**config.mk**
```make
export PLATFORM = sky130hd
export DESIGN_NAME = instr_encoder_loader
export DESIGN_NICKNAME = d
export VERILOG_FILES = /design/src/rtl/instr_encoder_loader.sv
export SDC_FILE = /design/constraint.sdc
export NUM_CORES = 1
export LEC_CHECK = 0
export CORE_MARGIN = 8
export CORE_UTILIZATION = 55
export DETAILED_ROUTE_END_ITERATION = 6
export DONT_BUFFER_PORTS = 1
export PLACE_DENSITY = 0.79
export SYNTH_ARGS = -nofsm -noshare
export SYNTH_HDL_FRONTEND = slang
export SYNTH_SLANG_ARGS = --single-unit
```
**constraint.sdc**
```tcl
create_clock -name clk -period 1.95 [get_ports clk]
set_input_delay 0.2925 -clock clk [delete_from_list [all_inputs] [get_ports clk]]
set_output_delay 0.2925 -clock clk [all_outputs]
set_load 0.02 [all_outputs]
```
**src/rtl/instr_encoder_loader.sv**
```systemverilog
// Packs decoded instruction fields into 32-bit words and writes them sequentially into instruction memory.
// Optional macro ENC_RANGE_CHECK_EN drops tuples whose immediate overflows its field and raises range_err.
module instr_encoder_loader #(
  parameter int BUS    = 32,
  parameter int ADDR_W = 10,
  parameter int DEPTH  = 1024
) (
  input  logic              clk,
  input  logic              rst,
  input  logic              start,
  input  logic [ADDR_W-1:0] base_addr,
  input  logic              finish,
  input  logic              in_valid,
  output logic              in_ready,
  input  logic [1:0]        fmt,
  input  logic [1:0]        funtype,
  input  logic [1:0]        funcode,
  input  logic [3:0]        rd,
  input  logic [3:0]        rs,
  input  logic [3:0]        rx,
  input  logic [BUS-1:0]    imm_in,
  output logic              mem_we,
  output logic [ADDR_W-1:0] mem_addr,
  output logic [31:0]       mem_wdata,
  output logic [ADDR_W:0]   word_count,
  output logic              busy,
  output logic              full,
  output logic              range_err
);

  typedef enum logic [1:0] {S_IDLE, S_RUN, S_FULL} state_t;

`ifdef ENC_RANGE_CHECK_EN
  localparam bit RANGE_CHECK = 1'b1;
`else
  localparam bit RANGE_CHECK = 1'b0;
`endif

  state_t            state, state_nxt;
  logic [ADDR_W-1:0] cur_addr;
  logic [31:0]       packed_word;
  logic              overflow, accept, drop, write, base_oob, at_last;

  // Handshake: a tuple transfers on a cycle where in_valid and in_ready are
  // both high; in_ready is a function of state and start only.
  assign in_ready = (state == S_RUN) && !start;
  assign accept   = in_valid && in_ready;
  assign drop     = accept && overflow && RANGE_CHECK;
  assign write    = accept && !drop;
  assign base_oob = {1'b0, base_addr} >= (ADDR_W+1)'(DEPTH);
  assign at_last  = cur_addr == ADDR_W'(DEPTH - 1);
  assign busy     = state == S_RUN;
  assign full     = state == S_FULL;

  always_comb begin
    packed_word = '0;
    overflow    = 1'b0;
    case (fmt)
      2'b00: packed_word = {funtype, funcode, rd, rs, rx, 15'b0, 1'b0};
      2'b01: begin
        packed_word = {funtype, funcode, rd, rs, imm_in[18:0], 1'b1};
        overflow    = (imm_in >> 19) != '0;
      end
      2'b10: begin
        packed_word = {funtype, funcode, rd, imm_in[3:0], rx, 15'b0, 1'b1};
        overflow    = (imm_in >> 4) != '0;
      end
      default: begin
        packed_word = {funtype, funcode, imm_in[27:0]};
        overflow    = (imm_in >> 28) != '0;
      end
    endcase
  end

  // finish outranks the last-address FULL transition: the word still lands.
  always_comb begin
    state_nxt = state;
    case (state)
      S_IDLE: if (start) state_nxt = base_oob ? S_FULL : S_RUN;
      S_RUN: begin
        if (start)                 state_nxt = base_oob ? S_FULL : S_RUN;
        else if (finish)           state_nxt = S_IDLE;
        else if (write && at_last) state_nxt = S_FULL;
      end
      S_FULL: begin
        if (start)       state_nxt = base_oob ? S_FULL : S_RUN;
        else if (finish) state_nxt = S_IDLE;
      end
      default: state_nxt = S_IDLE;
    endcase
  end

  always_ff @(posedge clk or posedge rst) begin
    if (rst) begin
      state      <= S_IDLE;
      cur_addr   <= '0;
      word_count <= '0;
      mem_we     <= 1'b0;
      mem_addr   <= '0;
      mem_wdata  <= '0;
      range_err  <= 1'b0;
    end else begin
      state  <= state_nxt;
      mem_we <= write;
      if (write) begin
        mem_addr  <= cur_addr;
        mem_wdata <= packed_word;
      end
      if (start) begin
        cur_addr   <= base_addr;
        word_count <= '0;
        range_err  <= 1'b0;
      end else begin
        if (write) begin
          cur_addr   <= cur_addr + 1'b1;
          word_count <= word_count + 1'b1;
        end
        if (drop) range_err <= 1'b1;
      end
    end
  end

endmodule

```
After elaboration in Yosys (flattened, before gate mapping)
Index checks and enable logic that the tools add are counted.
- logic and storage cells: 36
- output and inout port bits: 58
- bits in registers: 66
- bits of input ports: 65
- mux-type cells: 12
- equal/unequal tests: 8
- add/subtract/negate cells: 2
- reductions and logical operators: 8
- operators with widths (operator ; number):
    $pmux 28 s3 ; 1
    $mux 11 ; 2
    $mux 10 ; 2
    $mux 2 ; 6
    $add 11x1->11 const B ; 1
    $add 10x1->10 const B ; 1
    $eq 10x10->1 const B ; 1
    $pmux 2 s3 ; 1
    $eq 2x1->1 const B ; 2
    $eq 2x2->1 const B ; 2
    $logic_not 2->1 ; 2
    $ne 4x3->1 const B ; 1
    $logic_and 1x1->1 ; 3
    $ne 3x3->1 const B ; 1
    $reduce_and 3->1 ; 1
    $ne 2x2->1 const B ; 1
    $reduce_bool 2->1 ; 1
    $logic_not 1->1 ; 1

Logic depth before layout (Yosys ltp)
- depth in word-level cells: 8
- gate-level depth with buffers: 8
- gate-level depth less buffers: 5

Least setup slack after synthesis
No wires, ideal clock.
- path kind: reg2reg
- from: register word_count[0]
- to: register word_count[10]
- required time: 1.825 ns
- setup slack: 0.324 ns
- setup time: 0.125 ns
- cell stages (with the launch flop): 5
- path buffers: 0
- clock period less this slack: 1.626 ns
- arrival: 1.501 ns
- cells stage by stage: dfrtp_1 > ha_1 > nand4b_2 > nor4_1 > mux2_2
- word-level cells in the longest chain between the ends: 3
- ends and longest elaborated chain (what ; RTL line ; source):
    start, declared ; 25 ; output logic [ADDR_W:0] word_count,
    start signal, assigned ; 116 ; word_count <= word_count + 1'b1;
    $add 11x1->11 ; 116 ;
    $mux 11 ; 114 ; if (write) begin
    $mux 11 ; 109 ; if (start) begin
Every way passes these cells. The select of a mux whose other input is x is not followed.
A chain may end at the register's enable or synchronous reset.

Worst setup path in the final report
- from: register state[0]
- to: register word_count[10]
- word-level cells in the longest chain between the ends: 4
- ends and longest elaborated chain (what ; RTL line ; source):
    start, declared ; 39 ; state_t state, state_nxt;
    start signal, assigned ; 103 ; state <= state_nxt;
    $eq 2x1->1 ; 46 ; assign in_ready = (state == S_RUN) && !start;
    $logic_and 1x1->1 ; 46 ;
    $logic_and 1x1->1 ; 47 ; assign accept = in_valid && in_ready;
    $reduce_bool 2->1 (no source line) ; n/a ;
Every way passes these cells.

==> run metrics <==
headroom to the max-slew limit 0.6601; Worst-Margin Slew 0.5091 ns; RSZ-0062 raised after global routing false; DR vias 2,651; Die Span X 92.97 um; flops & latches, synth 66; maximum fanout along the worst path 8; Root Driver clkbuf_8; sequential element share of the synthesized area 0.5069; Power per Cell Area just under 1000 mW/mm2; library cell with the largest summed area after synthesis dfrtp_1; maximum number of pins on one net before global-route repair 42; Worst Path Required about 2.2 ns; post-synth net total approximately 430; vias in the first global route 2,640; worst supply voltage drop on vdd 0.5399 mV; maximum capacitance violations 0; cell count after synthesis around 360; RePlAce Congestion roughly 0.78; warnings from Yosys 0; Starting Density 0.5602; First DRT Iteration DRCs 163; clk_lat worst skew 0.34 ns; TritonCTS Buffers 9; Core ar. a little under 0.006 mm2; number of distinct library cells after synthesis 47; number of buffers inserted to repair setup after CTS 0; number of enable-type register cells in the synthesized netlist 0; Min Clock Period, post-route 1.668 ns; detailed-router iteration count before antenna repair 4; TritonCTS sink count 66; io pins 123; # H-tree levels 3; placed standard-cell area 0.003366 mm2; post-placement cell count 420; category of the worst setup path launch point flip-flop; Routed Wire Length 8.379 mm; Mapped Area 0.003258 mm2; antenna violations before repair 0; maximum achievable frequency 0.5994 GHz; Worst setup EP type flip-flop; share of the cycle needed by the critical path after routing 0.8555; Die Area 0.008642 mm2; fill cell count around 530; clock-pin slew on the worst setup and hold paths around 0.07 ns; synthesized area per cell 9.178 um2; number of port buffers 0; post-DR wirelength/cell 19.13 um; relative area change from synthesis to final layout 9.908%; WHS roughly 0.02 ns; top area cells in the synthesized netlist dfrtp_1, nand2_1, nor2_1, a221oi_1, nand3_1; most used flip-flop cell after synthesis dfrtp_1; proportion of register bits with asynchronous set or reset after synthesis 1.000; clock tree from TritonCTS done; GRT Total Usage 0.1946; total count of hold-check failures in the final report 0; crit path kind reg -> reg; type of the most critical hold path in -> reg; Net count, final 430; run status finished clean; vias per cell about 6.1; Final Skew 0.008862 ns; multi-input combinational cell area between 0.001 and 0.0015 mm2; data arrival at the endpoint of the critical path 1.88 ns; Leakage 1.587 nW; Bufs on Longest Clock Path 2; number of standard cells in the layout, taps in and fillers out 438; die height 92.97 um; global-route wire length before repair roughly 13 mm; gr ovfl total 0; final core utilization 0.6157; count of standard-cell rows 28; number of diodes 0; layout cells sized above 1 0.09917; Yosys top cell area share 0.5069; dpl hpwl just over 6 mm; Sequential Area 0.001652 mm2; Antenna Nets Post-Route 0; total count of max-transition violations in the final report 0; Design Area, Final 0.003581 mm2; # DRC 0; setup TNS after final layout 0 ns; number of setup violations in the final report 0
## layout by cell type (no fill, tap or decap), types with 2 or more instances in the layout
| cell | n |
|---|---|
| nand2_1 | 68 |
| dfrtp_1 | 66 |
| nor2_1 | 36 |
| nand3_1 | 21 |
| o21ai_0 | 15 |
| a221oi_1 | 14 |
| a21oi_1 | 14 |
| a31oi_1 | 13 |
| buf_4 | 11 |
| clkbuf_8 | 10 |
| inv_1 | 8 |
| or4_1 | 8 |
| o31ai_1 | 6 |
| nor2b_1 | 6 |
| ha_1 | 6 |
| nor4_1 | 5 |
| and3b_1 | 4 |
| o21ai_1 | 4 |
| or3_1 | 3 |
| xor2_1 | 3 |
| nand4_1 | 3 |
| mux2_2 | 3 |
| dlygate4sd3_1 | 3 |
| inv_2 | 2 |
| a221o_1 | 2 |
| and2_1 | 2 |
| mux2i_1 | 2 |
| clkinv_2 | 2 |
| clkbuf_1 | 2 |
| buf_12 | 2 |
## cells by family (layout without fill, tap and decap cells)
group / count (synthesis) / after routing / share of synthesized area
xor gates and xnor gates: 4 / 4 / 0.01075
DFF: 66 / 66 / 0.5069
and+or+nand+nor: 165 / 165 / 0.2446
AOI/OAI and AO/OA: 74 / 74 / 0.1494
muxes: 5 / 5 / 0.01651
other: 1 / 1 / 0.001151
adders and majority gates: 6 / 6 / 0.02304
buffers and inverters: 34 / 42 / 0.04762
## final timing paths
path                             start        endpoint  slack (ns)  depth (start not counted)
max                           state[0]  word_count[10]        0.28                          3
min in group asynchronous          rst     cur_addr[0]        0.44                          2
min                              start   word_count[1]        0.02                          1
max reg2reg                   state[0]  word_count[10]        0.28                          3
max in group asynchronous          rst   mem_wdata[18]        0.91                          3
min reg2reg                cur_addr[7]     mem_addr[7]        0.55                          2
## metal layers
| layer | part of all wire | global-route usage | vias to the layer above |
|---|---|---|---|
| li1 | - | - | 1263 |
| met1 | 0.40 | 0.2313 | 1277 |
| met2 | 0.50 | 0.3071 | 101 |
| met3 | 0.090 | 0.06877 | 10 |
| met4 | 0.015 | 0.09396 | 0 |
| met5 | 0 | 0 | - |
## stage by stage
stage / worst slack, ns / power [mW]
4_1_cts: 0.2586 / 3.481
3_3_place_gp: 0.3415 / 2.338
3_5_place_dp: 0.2974 / 2.366
5_1_grt: 0.1187 / 3.624
6_report: 0.2817 / 3.444
2_1_floorplan: 0.002695 / 2.230
## cell usage after synthesis, types with 2 or more instances
library cell and count:
o31ai_1 6, or4_1 8, dfrtp_1 66, clkbuf_1 7, o21ai_1 4, a221oi_1 14
mux2_2 3, buf_4 2, nand4_1 3, ha_1 6, nor4_1 5, and3b_1 4
mux2i_1 2, nand2_1 68, nand3_1 21, a31oi_1 13, o21ai_0 15, inv_1 9
buf_2 10, buf_1 3, nor2_1 36, nor2b_1 6, xor2_1 3, a221o_1 2
and2_1 2, or3_1 3, a21oi_1 14
## worst max-delay path: stages, from the launching register on
cell and delay (ns):
dfrtp_1 0.53, nand4b_2 0.29, nor4_1 0.36, mux2_2 0.37
## repair_timing
item                      CTS  global route
hold endpoints to repair   21             1
hold buffers                2             1
resized for setup           0             0
## power breakdown
part | switching, mW | leakage [nW] | internal, mW
sequential | 0.368 | 0.816 | 1.56
combinational | 0.242 | 0.675 | 0.170
clock | 0.492 | 0.0962 | 0.615
total | 1.10 | 1.59 | 2.34
## final cells by class
class                   instances  share of cell area
multi-input cells             255              0.4067
clock buffers                  12             0.04053
clock inverters                 3             0.01118
inverters                      11             0.01153
well taps                      75             0.02621
flip-flops and latches         66              0.4612
repair buffers                 16             0.04263
## flip-flops by register name, summed over array words and instances (netlist names)
register,flops
state,2
word_count,11
mem_wdata,32
cur_addr,10
mem_addr,10
mem_we,1
No activity file was read; power rests on OpenSTA's default activity.
